**config.mk**
```make
export PLATFORM = sky130hd
export DESIGN_NAME = pinball_game_ctrl
export DESIGN_NICKNAME = d
export VERILOG_FILES = /design/src/rtl/pinball_game_ctrl.sv
export SDC_FILE = /design/constraint.sdc
export NUM_CORES = 1
export LEC_CHECK = 0
export BUFFER_PORTS_ARGS = -buffer_cell sky130_fd_sc_hd__buf_2
export CORE_UTILIZATION = 30
export DETAILED_ROUTE_END_ITERATION = 8
export PLACE_DENSITY = 0.54
export SYNTH_ARGS = -nofsm -noshare
export SYNTH_HDL_FRONTEND = slang
export SYNTH_SLANG_ARGS = --single-unit
```
**constraint.sdc**
```tcl
create_clock -name clk -period 5 [get_ports clk]
set_clock_uncertainty 0.05 [all_clocks]
set_input_delay 1 -clock clk [delete_from_list [all_inputs] [get_ports clk]]
set_output_delay 1 -clock clk [all_outputs]
set_load 0.005 [all_outputs]
```
**src/rtl/pinball_game_ctrl.sv**
```systemverilog
// Pinball game-flow sequencer.
// Drives the ball block's reset, motion enable and per-axis move strobes,
// keeps the remaining lives and accumulates the score from obstacle hits.
// All outputs come straight from flops, so a condition sampled at one edge
// is visible on the outputs after the following edge.
module pinball_game_ctrl #(
    parameter int LIVES       = 3,
    parameter int DRAIN_Y     = 470,
    parameter int SPEED_Y     = 240,
    parameter int TICK_PERIOD = 250000,
    parameter int DRAIN_WAIT  = 25000000,
    parameter int RED_PTS     = 10,
    parameter int GREEN_PTS   = 20,
    parameter int PURPLE_PTS  = 50
) (
    input  logic        clk,
    input  logic        rst,
    input  logic        start,
    input  logic        launch,
    input  logic [11:0] ball_y,
    input  logic        hit_red,
    input  logic        hit_green,
    input  logic        hit_purple,
    output logic        ball_rst,
    output logic        move_en,
    output logic        x_tick,
    output logic        y_tick,
    output logic [2:0]  state,
    output logic [1:0]  lives,
    output logic [15:0] score
);

    localparam int TW = (TICK_PERIOD > 1) ? $clog2(TICK_PERIOD) : 1;
    localparam int DW = (DRAIN_WAIT > 1) ? $clog2(DRAIN_WAIT) : 1;

    localparam logic [TW-1:0] X_LAST      = TW'(TICK_PERIOD - 1);
    localparam logic [TW-1:0] Y_FAST_LAST = TW'((TICK_PERIOD / 2) - 1);
    localparam logic [DW-1:0] DRAIN_LAST  = DW'(DRAIN_WAIT - 1);
    localparam logic [11:0]   DRAIN_Y_C   = 12'(DRAIN_Y);
    localparam logic [11:0]   SPEED_Y_C   = 12'(SPEED_Y);
    localparam logic [1:0]    LIVES_C     = 2'(LIVES);
    localparam logic [16:0]   RED_C       = 17'(RED_PTS);
    localparam logic [16:0]   GREEN_C     = 17'(GREEN_PTS);
    localparam logic [16:0]   PURPLE_C    = 17'(PURPLE_PTS);

    typedef enum logic [2:0] {
        S_IDLE  = 3'd0,
        S_READY = 3'd1,
        S_PLAY  = 3'd2,
        S_DRAIN = 3'd3,
        S_OVER  = 3'd4
    } state_t;

    state_t         state_r;
    logic [1:0]     lives_r;
    logic [15:0]    score_r;
    logic           ball_rst_r;
    logic           move_en_r;
    logic           x_tick_r;
    logic           y_tick_r;
    logic [TW-1:0]  x_cnt_r;
    logic [TW-1:0]  y_cnt_r;
    logic [DW-1:0]  drain_cnt_r;

    logic [TW-1:0]  y_last_s;
    logic           drain_hit_s;
    logic [16:0]    hit_pts_s;
    logic [16:0]    score_sum_s;
    logic [15:0]    score_next_s;

    // Per-cycle decode: y strobe wrap limit, drain detect and saturating score sum.
    always_comb begin
        y_last_s     = X_LAST;
        drain_hit_s  = 1'b0;
        hit_pts_s    = 17'd0;
        score_sum_s  = 17'd0;
        score_next_s = score_r;
        if (ball_y > SPEED_Y_C) begin
            y_last_s = Y_FAST_LAST;
        end else begin
            y_last_s = X_LAST;
        end
        drain_hit_s = (ball_y >= DRAIN_Y_C);
        hit_pts_s   = (hit_red    ? RED_C    : 17'd0)
                    + (hit_green  ? GREEN_C  : 17'd0)
                    + (hit_purple ? PURPLE_C : 17'd0);
        score_sum_s = {1'b0, score_r} + hit_pts_s;
        if (score_sum_s[16]) begin
            score_next_s = 16'hFFFF;
        end else begin
            score_next_s = score_sum_s[15:0];
        end
    end

    // Game FSM with registered ball controls, move strobes, lives and score.
    always_ff @(posedge clk) begin
        if (rst) begin
            state_r     <= S_IDLE;
            lives_r     <= LIVES_C;
            score_r     <= 16'd0;
            ball_rst_r  <= 1'b1;
            move_en_r   <= 1'b0;
            x_tick_r    <= 1'b0;
            y_tick_r    <= 1'b0;
            x_cnt_r     <= '0;
            y_cnt_r     <= '0;
            drain_cnt_r <= '0;
        end else begin
            // Strobes are single-cycle and counters rest at zero outside PLAY.
            x_tick_r <= 1'b0;
            y_tick_r <= 1'b0;
            x_cnt_r  <= '0;
            y_cnt_r  <= '0;
            case (state_r)
                S_IDLE, S_OVER: begin
                    ball_rst_r  <= 1'b1;
                    move_en_r   <= 1'b0;
                    drain_cnt_r <= '0;
                    if (start) begin
                        state_r <= S_READY;
                        lives_r <= LIVES_C;
                        score_r <= 16'd0;
                    end else begin
                        state_r <= state_r;
                    end
                end
                S_READY: begin
                    drain_cnt_r <= '0;
                    if (launch) begin
                        state_r    <= S_PLAY;
                        ball_rst_r <= 1'b0;
                        move_en_r  <= 1'b1;
                    end else begin
                        ball_rst_r <= 1'b1;
                        move_en_r  <= 1'b0;
                    end
                end
                S_PLAY: begin
                    // Hits landing on the drain cycle still score.
                    score_r    <= score_next_s;
                    ball_rst_r <= 1'b0;
                    if (drain_hit_s) begin
                        state_r     <= S_DRAIN;
                        move_en_r   <= 1'b0;
                        drain_cnt_r <= '0;
                        if (lives_r != 2'd0) begin
                            lives_r <= lives_r - 2'd1;
                        end else begin
                            lives_r <= 2'd0;
                        end
                    end else begin
                        move_en_r <= 1'b1;
                        if (x_cnt_r == X_LAST) begin
                            x_tick_r <= 1'b1;
                        end else begin
                            x_cnt_r <= x_cnt_r + TW'(1);
                        end
                        // >= lets a freshly lowered limit wrap at once.
                        if (y_cnt_r >= y_last_s) begin
                            y_tick_r <= 1'b1;
                        end else begin
                            y_cnt_r <= y_cnt_r + TW'(1);
                        end
                    end
                end
                S_DRAIN: begin
                    move_en_r <= 1'b0;
                    if (drain_cnt_r == DRAIN_LAST) begin
                        drain_cnt_r <= '0;
                        ball_rst_r  <= 1'b1;
                        if (lives_r == 2'd0) begin
                            state_r <= S_OVER;
                        end else begin
                            state_r <= S_READY;
                        end
                    end else begin
                        drain_cnt_r <= drain_cnt_r + DW'(1);
                        ball_rst_r  <= 1'b0;
                    end
                end
                default: begin
                    state_r     <= S_IDLE;
                    ball_rst_r  <= 1'b1;
                    move_en_r   <= 1'b0;
                    drain_cnt_r <= '0;
                end
            endcase
        end
    end

    assign state    = state_r;
    assign lives    = lives_r;
    assign score    = score_r;
    assign ball_rst = ball_rst_r;
    assign move_en  = move_en_r;
    assign x_tick   = x_tick_r;
    assign y_tick   = y_tick_r;

endmodule
```
## Word-level counts from Yosys, hierarchy flattened

Cells that the tools add are included.

| storage, ports and cells | value |
|---|---|
| logic and storage cells | 70 |
| bits of input ports | 19 |
| output and inout port bits | 25 |
| bits in registers | 86 |

| cells by class | value |
|---|---|
| bitwise operators | 1 |
| muxes and demuxes | 28 |
| magnitude comparators | 3 |
| reduce and logical (&&, ||, !) cells | 11 |
| add/sub/neg operators | 7 |
| equal/unequal tests | 10 |

Operators by type and width:

| cell | count |
|---|---|
| $mux W25 | 2 |
| $pmux W25 S2 | 1 |
| $add A18 B1 Y18 const B | 2 |
| $mux W16 | 2 |
| $pmux W16 S2 | 1 |
| $add A25 B1 Y25 const B | 1 |
| $eq A25 B25 Y1 const B | 1 |
| $eq A18 B18 Y1 const B | 1 |
| $ge A18 B18 Y1 | 1 |
| $mux W18 | 1 |
| $add A16 B7 Y17 | 1 |
| $mux W3 | 5 |
| $ge A12 B9 Y1 const B | 1 |
| $gt A12 B8 Y1 const B | 1 |
| $pmux W3 S4 | 1 |
| $ne A2 B2 Y1 const B | 4 |
| $reduce_or A4 Y1 | 2 |
| $add A6 B6 Y7 | 1 |
| $add A4 B5 Y6 | 1 |
| $eq A3 B2 Y1 const B | 2 |
| $mux W1 | 6 |
| $mux W2 | 3 |
| $mux W6 | 1 |
| $mux W5 | 1 |
| other kinds (16) | 17 |

## Depth between registers and ports, before layout

Gate-level depths: netlist (run 1).

| depth | value |
|---|---|
| word-level depth | 6 |
| mapped depth | 11 |
| gate-level depth less buffers | 10 |

## Least setup slack after synthesis (run 1)

No wires, ideal clock.

| timing path | value |
|---|---|
| path type | input port to flip-flop |
| start | input hit_red |
| end | register score_r[7], in the netlist score[7] |
| data required time | 4.833 ns |
| setup slack | 1.614 ns |
| path buffers | 0 |
| arrival | 3.219 ns |
| stages | 8 |
| cells stage by stage | fa_1 > ha_1 > fa_1 > a211o_1 > a21oi_1 > nor3_2 > o21bai_1 > o2bb2ai_1 |

| on the way | value |
|---|---|
| cells in the longest elaborated chain, start to end | 6 |

Ends and longest elaborated chain:

| what | line | text |
|---|---|---|
| from (decl) | 21 | `input logic hit_red,` |
| $mux W4 | 84 | `hit_pts_s = (hit_red ? RED_C : 17'd0)` |
| $add A4 B5 Y6 | 85 | `+ (hit_green ? GREEN_C : 17'd0)` |
| $add A6 B6 Y7 | 86 | `+ (hit_purple ? PURPLE_C : 17'd0);` |
| $add A16 B7 Y17 | 87 | `score_sum_s = {1'b0, score_r} + hit_pts_s;` |
| $mux W16 | 88 | `if (score_sum_s[16]) begin` |
| $pmux W16 S2 | 114 | `case (state_r)` |
| to (signal assigned) | 140 | `score_r <= score_next_s;` |
| to (decl) | 56 | `logic [15:0] score_r;` |

No other way between the ends.
A chain may end at the register's enable or synchronous reset.

## Worst setup path after layout (run 1)

Same ends and word-level chain as after synthesis.

==> key figures, run 1 <==
Outcome
  – Outcome: complete, no violations

Drt
  – DR iter-0 viols: 239
  – Post-route DRC: 0
  – Routed wire length: 10380 microns
  – 1st-pass router iterations: 4
  – Routed WL per cell: 13.81 microns
  – Vias: 3870
  – DRT antenna net count: 0
  – Vias/cell: 5.146

Floorplanning
  – Starting Density: 0.3069
  – Die area: 15360 sq um
  – Die Ht: 123.9 microns
  – CORE AREA: 14530 sq um
  – Die width: 123.9 microns
  – FP Rows: 44
  – Io pins: 44

Synthesis
  – Post-Syn Area per Cell: 8.561 sq um
  – Top_reg_cell synth: dfxtp_1
  – Post-synth top area cell: dfxtp_1
  – FFs w/ async S/R, synth: 0
  – Syn_nets: 561
  – Post-synth EDFFs: 0
  – Number of synthesized register bits: 86
  – Netlist Area Pre-Place: 4461 sq um
  – Synth area leaders: dfxtp_1, xnor2_1, nor2_1
  – Distinct cells, synth: 58
  – Area share of the largest cell type after synthesis: 0.3860
  – Sequential share of the synthesized area: 0.3860
  – Gate Count Post-Synth: 521
  – Synth warnings: 0

Critical path
  – WP depth: 9
  – Required @ worst endpoint: 5.18 ns
  – Critical path buffer and inverter count: 1
  – Crit path max fanout: 9
  – Crit path max-delay cell type: a21oi_1
  – Delay-heaviest family, CP: compound AO/OA/AOI/OAI gates
  – CP peak stage delay: 0.52 ns
  – Crit path kind: in -> reg
  – Worst setup EP type: flop
  – Reg2reg path depth: 8
  – CP dominant cell by count: fa_1
  – Critical path launch point type: input pin
  – WP data arrival: 3.63 ns
  – Crit path cell chain: buf_2 > fa_1 > ha_1 > fa_1 > a211o_1 > a21oi_1 > nor3_2 > o21bai_1 > o2bb2ai_1

Final layout
  – Fin cells: 752
  – Layout Cell Area excl Fill: 5165 sq um
  – Final Net Count: 602
  – Synth-to-layout area growth: 15.79%
  – Layout cells sized above 1: 0.1287

Global routing
  – GRT Total Usage: 0.1389
  – Initial antenna violation count: 0
  – Number of global-route vias before repair: 3661
  – Largest net degree at the start of global routing: 23
  – Grt ovf: 0
  – First-pass GRT wire length: 17010 microns

Clocking
  – CTS tree: yes
  – CTS clk-pin slew, worst paths: 0.06 ns
  – Clock root buffer: clkbuf_16
  – H-tree Lvls: 3
  – Worst-Skew Late Latency: 0.34 ns
  – Clock tree buffer depth: 2
  – CTS Hold Bufs: 0
  – Post-CTS Setup Inserts: 0
  – CTS sink cnt: 86
  – TritonCTS Buffers: 9
  – Post-CTS sizing: 0

Timing
  – Final setup vio count: 0
  – Worst slew pin tran: 0.9746 ns
  – Fmax: 0.2894 GHz
  – Fin. max-slew vios: 0
  – Fin crit share: 0.6912
  – RSZ-0062 raised after global routing: false
  – Rel. slew slack: 0.3474
  – Hold Fails Final Rpt: 0
  – Min Tclk post-route: 3.456 ns
  – Setup TNS: 0 ns

Placement
  – Gpl congestion: 0.8341
  – # port buffers: 43
  – Placed Area: 4838 sq um
  – Placed cells: 735
  – Detailed Place HPWL: 7496 microns

Min path
  – HP Class: reg -> reg
  – Worst hold path depth: 1

Power
  – Leak: 1.768 nW
  – Max VDD drop: 0.1451 mV
  – Power per Cell Area: 291.1 nW/um^2

Run
  – Max-Cap Viols: 0
## metrics by stage
step	power (mW)	setup slack [ns]	utilization	hold WS [ns]
2_1_floorplan	0.7638	1.614	-	0.3675
3_3_place_gp	0.7924	1.287	0.3329	0.3787
3_5_place_dp	0.7933	1.218	0.3329	0.3931
4_1_cts	1.525	1.571	0.3552	0.4016
5_1_grt	1.565	1.355	0.3552	0.4208
6_report	1.503	1.544	0.3554	0.4002
## cells in the final DEF, fill, tap and decap left out, types with 3 or more instances in the layout
cell and n:
buf_2 43, nor3b_1 3, or4_1 12, nand2b_1 3, o211ai_1 4, or3_1 7, nand4_1 11, and3_1 8
nand3_1 33, nand3b_1 3, o21a_1 4, a211oi_1 9, xnor2_1 34, nor4_1 9, a2111oi_0 4, a31oi_1 3
nand2_1 43, o21ai_0 16, o31ai_1 8, a21oi_1 32, nor3_1 9, inv_1 11, dfxtp_1 86, ha_1 18
o2bb2ai_1 3, and4_1 6, and2_1 3, a21o_1 4, fa_1 3, nor2_1 75, clkbuf_16 9, xor2_1 12
## where the power goes
| group | internal, mW | leakage (nW) | switching [mW] |
|---|---|---|---|
| Sequential | 0.690 | 0.693 | 0.00735 |
| Clock | 0.449 | 0.154 | 0.276 |
| Combinational | 0.0327 | 0.920 | 0.0477 |
| Total | 1.17 | 1.77 | 0.331 |
## registers in the layout (all words and copies together) (netlist names)
signal and flops:
ball_rst 1, drain_cnt_r 25, lives 2, move_en 1
score 16, state 3, x_cnt_r 18, x_tick 1
y_cnt_r 18, y_tick 1
## cell type report
cell class	count	area (sq um)
timing repair buffer	45	230.2
clock inverter	6	85.08
sequential	86	1722
fill	1517	9369
tap	184	230.2
multi-input combinational	409	2615
antenna	1	2.502
clock buffer	10	239.0
inverter	11	41.29
## synth_stat cells, drive strengths merged (4+ instances only)
library cell	instances
a2111oi	4
a21oi	32
xor2	12
nor3	12
nor4	9
nand3	33
nor2	75
o21ai	17
o31ai	8
ha	18
nand2	44
o211ai	5
o21a	4
or4	12
clkbuf	8
buf	7
or3	8
a21o	4
nand4	12
dfxtp	86
a211oi	9
and3	8
xnor2	34
inv	11
and4	7
## cell families (layout without fill, tap and decap cells)
family          count (synthesis)  in the layout  share of synthesized area
simple gates                  239            239                     0.2769
compound gates                101            101                     0.1506
flops                          86             86                     0.3860
xor+xnor                       46             46                    0.09032
buf+inv                        26             72                    0.02777
fa+ha+maj                      21             21                    0.06396
mux                             2              2                   0.004488
other cells                     0              1                          0
## per-layer routing
| layer | global-route usage | vias to the layer above | wire, microns |
|---|---|---|---|
| met3 | 0.03114 | 12 | 402 |
| li1 | - | 1975 | - |
| met4 | 0.04762 | 0 | 162 |
| met1 | 0.1813 | 1834 | 5002 |
| met5 | 0 | - | 0 |
| met2 | 0.2247 | 49 | 4815 |
## worst reg2reg max path: stages (launching register included)
cell       delay (ns)
dfxtp_1          0.34
fa_1             0.38
ha_1             0.24
fa_1             0.43
a211o_1          0.33
a21oi_1          0.52
nor3_2           0.22
o21bai_1         0.21
o2bb2ai_1        0.15
## path summary, 6_finish.rpt
kind / slack, ns / from / end
min reg2reg: 0.40 / y_cnt_r[0]$_SDFF_PP0_ / y_cnt_r[0]$_SDFF_PP0_
max reg2reg: 2.04 / score[1]$_SDFFE_PP0P_ / score[7]$_SDFFE_PP0P_
max: 1.54 / hit_red / score[7]$_SDFFE_PP0P_
min: 0.40 / y_cnt_r[0]$_SDFF_PP0_ / y_cnt_r[0]$_SDFF_PP0_
Power figures use the tool's default switching activity.
==> run 2: changes to the inputs <==
--- a/config.mk
+++ b/config.mk
@@ -5,6 +5,7 @@
 export SDC_FILE = /design/constraint.sdc
 export NUM_CORES = 1
 export LEC_CHECK = 0
+export ABC_AREA = 1
 export BUFFER_PORTS_ARGS = -buffer_cell sky130_fd_sc_hd__buf_2
 export CORE_UTILIZATION = 30
 export DETAILED_ROUTE_END_ITERATION = 8
==> constraint.sdc (replaced) <==
create_clock -name clk -period 3.56 [get_ports clk]
set_clock_uncertainty 0.05 [all_clocks]
set_input_delay 0.712 -clock clk [delete_from_list [all_inputs] [get_ports clk]]
set_output_delay 0.712 -clock clk [all_outputs]
set_load 0.005 [all_outputs]
==> key figures, run 2 <==
Drt
  – Top sig layer: met4
  – Post-route DRC: 0 (unchanged)
  – Routed WL per cell: 12.24 microns (-11%)
  – 1st-pass router iterations: 6 (+2)
  – Vias: 4844 (+25%)
  – WL met2: 5782 microns (+20%)
  – Met1 Wirelength: 6388 microns (+28%)
  – DR iter-0 viols: 177 (-26%)
  – Routed wl met3: 385 microns (-4.2%)
  – DRT antenna net count: 0 (unchanged)
  – Vias/cell: 4.640 (-9.8%)
  – Routed wire length: 12780 microns (+23%)

Timing
  – Min Tclk post-route: 2.896 ns
  – RSZ-0062 raised after global routing: false
  – Hold Fails Final Rpt: 0 (unchanged)
  – Setup TNS: 0 ns (unchanged)
  – Final setup vio count: 0 (unchanged)
  – Worst slew pin tran: 0.7263 ns (-0.2483 ns)
  – Fin crit share: 0.8135
  – Rel. slew slack: 0.5142 (+0.1668)
  – Fin. max-slew vios: 0 (unchanged)
  – Hold WS: 0.3967 ns (-0.003473 ns)
  – Fmax: 0.3453 GHz

Synthesis
  – Post-synth EDFFs: 0 (unchanged)
  – Post-synth top cells: nand2_1, nor2_1, dfxtp_1, inv_1, nand3_1
  – Sequential share of the synthesized area: 0.3274 (-0.05859)
  – Synth area leaders: dfxtp_1, nand2_1, nor2_1
  – Distinct cells, synth: 43 (-26%)
  – Post-synth top area cell: dfxtp_1
  – Post-Synth Simple-Gate Area: 0.4166 (+0.1397)
  – Top-count cell post-synth: nand2_1
  – Post-Syn Area per Cell: 6.812 sq um (-20%)
  – Synth warnings: 0 (unchanged)
  – Netlist Area Pre-Place: 5259 sq um (+18%)
  – FFs w/ async S/R, synth: 0 (unchanged)
  – Mux contribution to synthesized area: 0 (-0.004488)
  – Gate Count Post-Synth: 772 (+48%)
  – Synth Area in Adders: 0.05425 (-0.009708)
  – Number of synthesized register bits: 86 (unchanged)
  – Syn_nets: 812 (+45%)
  – Combinational family with the most area after synthesis: simple AND/OR/NAND/NOR gates
  – Xor/xnor cell area share of the yosys netlist: 0.03831 (-0.05202)
  – Top_reg_cell synth: dfxtp_1
  – Area share of the largest cell type after synthesis: 0.3274 (-0.05859)
  – Compound-Gate Fraction of Synth Area: 0.08208 (-0.06855)

Floorplanning
  – Die area: 18060 sq um (+18%)
  – Die width: 134.4 microns (+8.4%)
  – CORE AREA: 17240 sq um (+19%)
  – Starting Density: 0.3051 (-0.001808)
  – Io pins: 44 (unchanged)
  – Die Ht: 134.4 microns (+8.4%)
  – FP Rows: 48 (+9.1%)

Global routing
  – GRT Total Usage: 0.1504 (+0.01145)
  – First-pass GRT wire length: 21730 microns (+28%)
  – Initial antenna violation count: 0 (unchanged)
  – Grt ovf: 0 (unchanged)
  – Largest net degree at the start of global routing: 24 (+4.3%)
  – Number of global-route vias before repair: 4470 (+22%)

Min path
  – HP Class: reg -> reg

Critical path
  – Crit path max fanout: 17 (+8)
  – Critical path launch point type: input pin
  – WP data arrival: 3.12 ns (-0.51 ns)
  – Crit path kind: in -> reg
  – Worst setup EP type: flop
  – Required @ worst endpoint: 3.78 ns (-1.40 ns)

Clocking
  – Post-CTS sizing: 0 (unchanged)
  – CTS sink cnt: 86 (unchanged)
  – TritonCTS Buffers: 9 (unchanged)
  – CTS Hold Bufs: 0 (unchanged)
  – Clock tree buffer depth: 2 (unchanged)
  – H-tree Lvls: 3 (unchanged)
  – Worst-Skew Late Latency: 0.35 ns (about the same)
  – CTS clk-pin slew, worst paths: 0.07 ns (about the same)
  – Clock root buffer: clkbuf_16
  – Post-CTS Setup Inserts: 0 (unchanged)
  – CTS tree: yes

Final layout
  – Most flop-heavy register: drain_cnt_r
  – Most frequent cells in the layout: nand2_1, nor2_1, inv_1, dfxtp_1, nand3_1
  – Synth-to-layout area growth: 14.73%
  – Top Registers: drain_cnt_r: 25 flops, x_cnt_r: 18 flops, y_cnt_r: 18 flops
  – Max FFs per register: 25 (unchanged)
  – Leading cell type in the layout, fill and taps excluded: nand2_1
  – Layout cells sized above 1: 0.1343 (+0.005562)
  – # diodes: 0 (-1)
  – Final Net Count: 854 (+42%)

Outcome
  – Outcome: complete, no violations

Power
  – Power per Cell Area: 431.0 nW/um^2 (+48%)
  – Max VDD drop: 0.2134 mV (+47%)
  – Leak: 2.397 nW (+36%)

Placement
  – # port buffers: 43 (unchanged)
  – Gpl congestion: 0.8725 (+4.6%)
  – Detailed Place HPWL: 9651 microns (+29%)

Run
  – Max-Cap Viols: 0 (unchanged)
==> run 2: cell type report <==
class / instances / area (sq um)
Clock buffer: 10 / 239.0
Fill cell: 1850 / 11200
Tap cell: 225 / 281.5
Timing Repair Buffer: 43 / 215.2
Sequential cell: 86 / 1722
Multi-Input combinational cell: 581 / 3109
Inverter: 93 / 351.6
Clock inverter: 6 / 115.1
==> run 2: through the flow <==
step             util  total power [mW]  cell area (sq um)  cells  setup slack, ns
3_5_place_dp   0.3295             1.499               5679   1028           0.2448
5_1_grt        0.3500             2.744               6033   1044           0.3079
2_1_floorplan       -             1.363               5259    772           0.9349
4_1_cts        0.3500             2.642               6033   1044           0.6185
6_report       0.3500             2.600               6033   1044           0.6640
3_3_place_gp   0.3295             1.500               5679   1028           0.3879
==> run 2: cell families after synthesis <==
group                      count (synthesis)
adders and majority gates                 21
and+or+nand+nor                          458
DFF                                       86
xor gates and xnor gates                  23
buffers and inverters                    105
AOI/OAI and AO/OA                         79
==> run 2: path summary, 6_finish.rpt <==
check                                      startpoint                endpoint  slack (ns)  cells after the start
worst min register to register  y_cnt_r[0]$_SDFF_PP0_   y_cnt_r[0]$_SDFF_PP0_        0.40                      1
worst max-delay path                        ball_y[6]  y_cnt_r[11]$_SDFF_PP0_        0.66                     14
worst max register to register  score[1]$_SDFFE_PP0P_   score[5]$_SDFFE_PP0P_        1.04                     11
worst min-delay path            y_cnt_r[0]$_SDFF_PP0_   y_cnt_r[0]$_SDFF_PP0_        0.40                      1
==> run 2: where the power goes <==
part | internal [mW] | switching, mW | total (mW)
sequential | 1.00 | 0.0457 | 1.05
combinational | 0.142 | 0.275 | 0.418
clock | 0.710 | 0.422 | 1.13
total | 1.86 | 0.744 | 2.60
==> run 2: layer usage <==
layer / GRT usage / up-vias
li1: - / 2579
met2: 0.2392 / 61
met4: 0.06180 / 0
met1: 0.2018 / 2192
met3: 0.02381 / 12
met5: 0 / -
==> run 2: worst max-delay path, cell delays in order <==
cell	delay, ns
buf_2	0.08
nand2_1	0.10
nor2_1	0.20
o311ai_0	0.19
nand2_1	0.20
inv_1	0.11
ha_1	0.30
nand2_1	0.07
inv_1	0.05
nand2_1	0.05
nand2_1	0.04
a21oi_1	0.26
nand4_4	0.47
a21oi_1	0.27
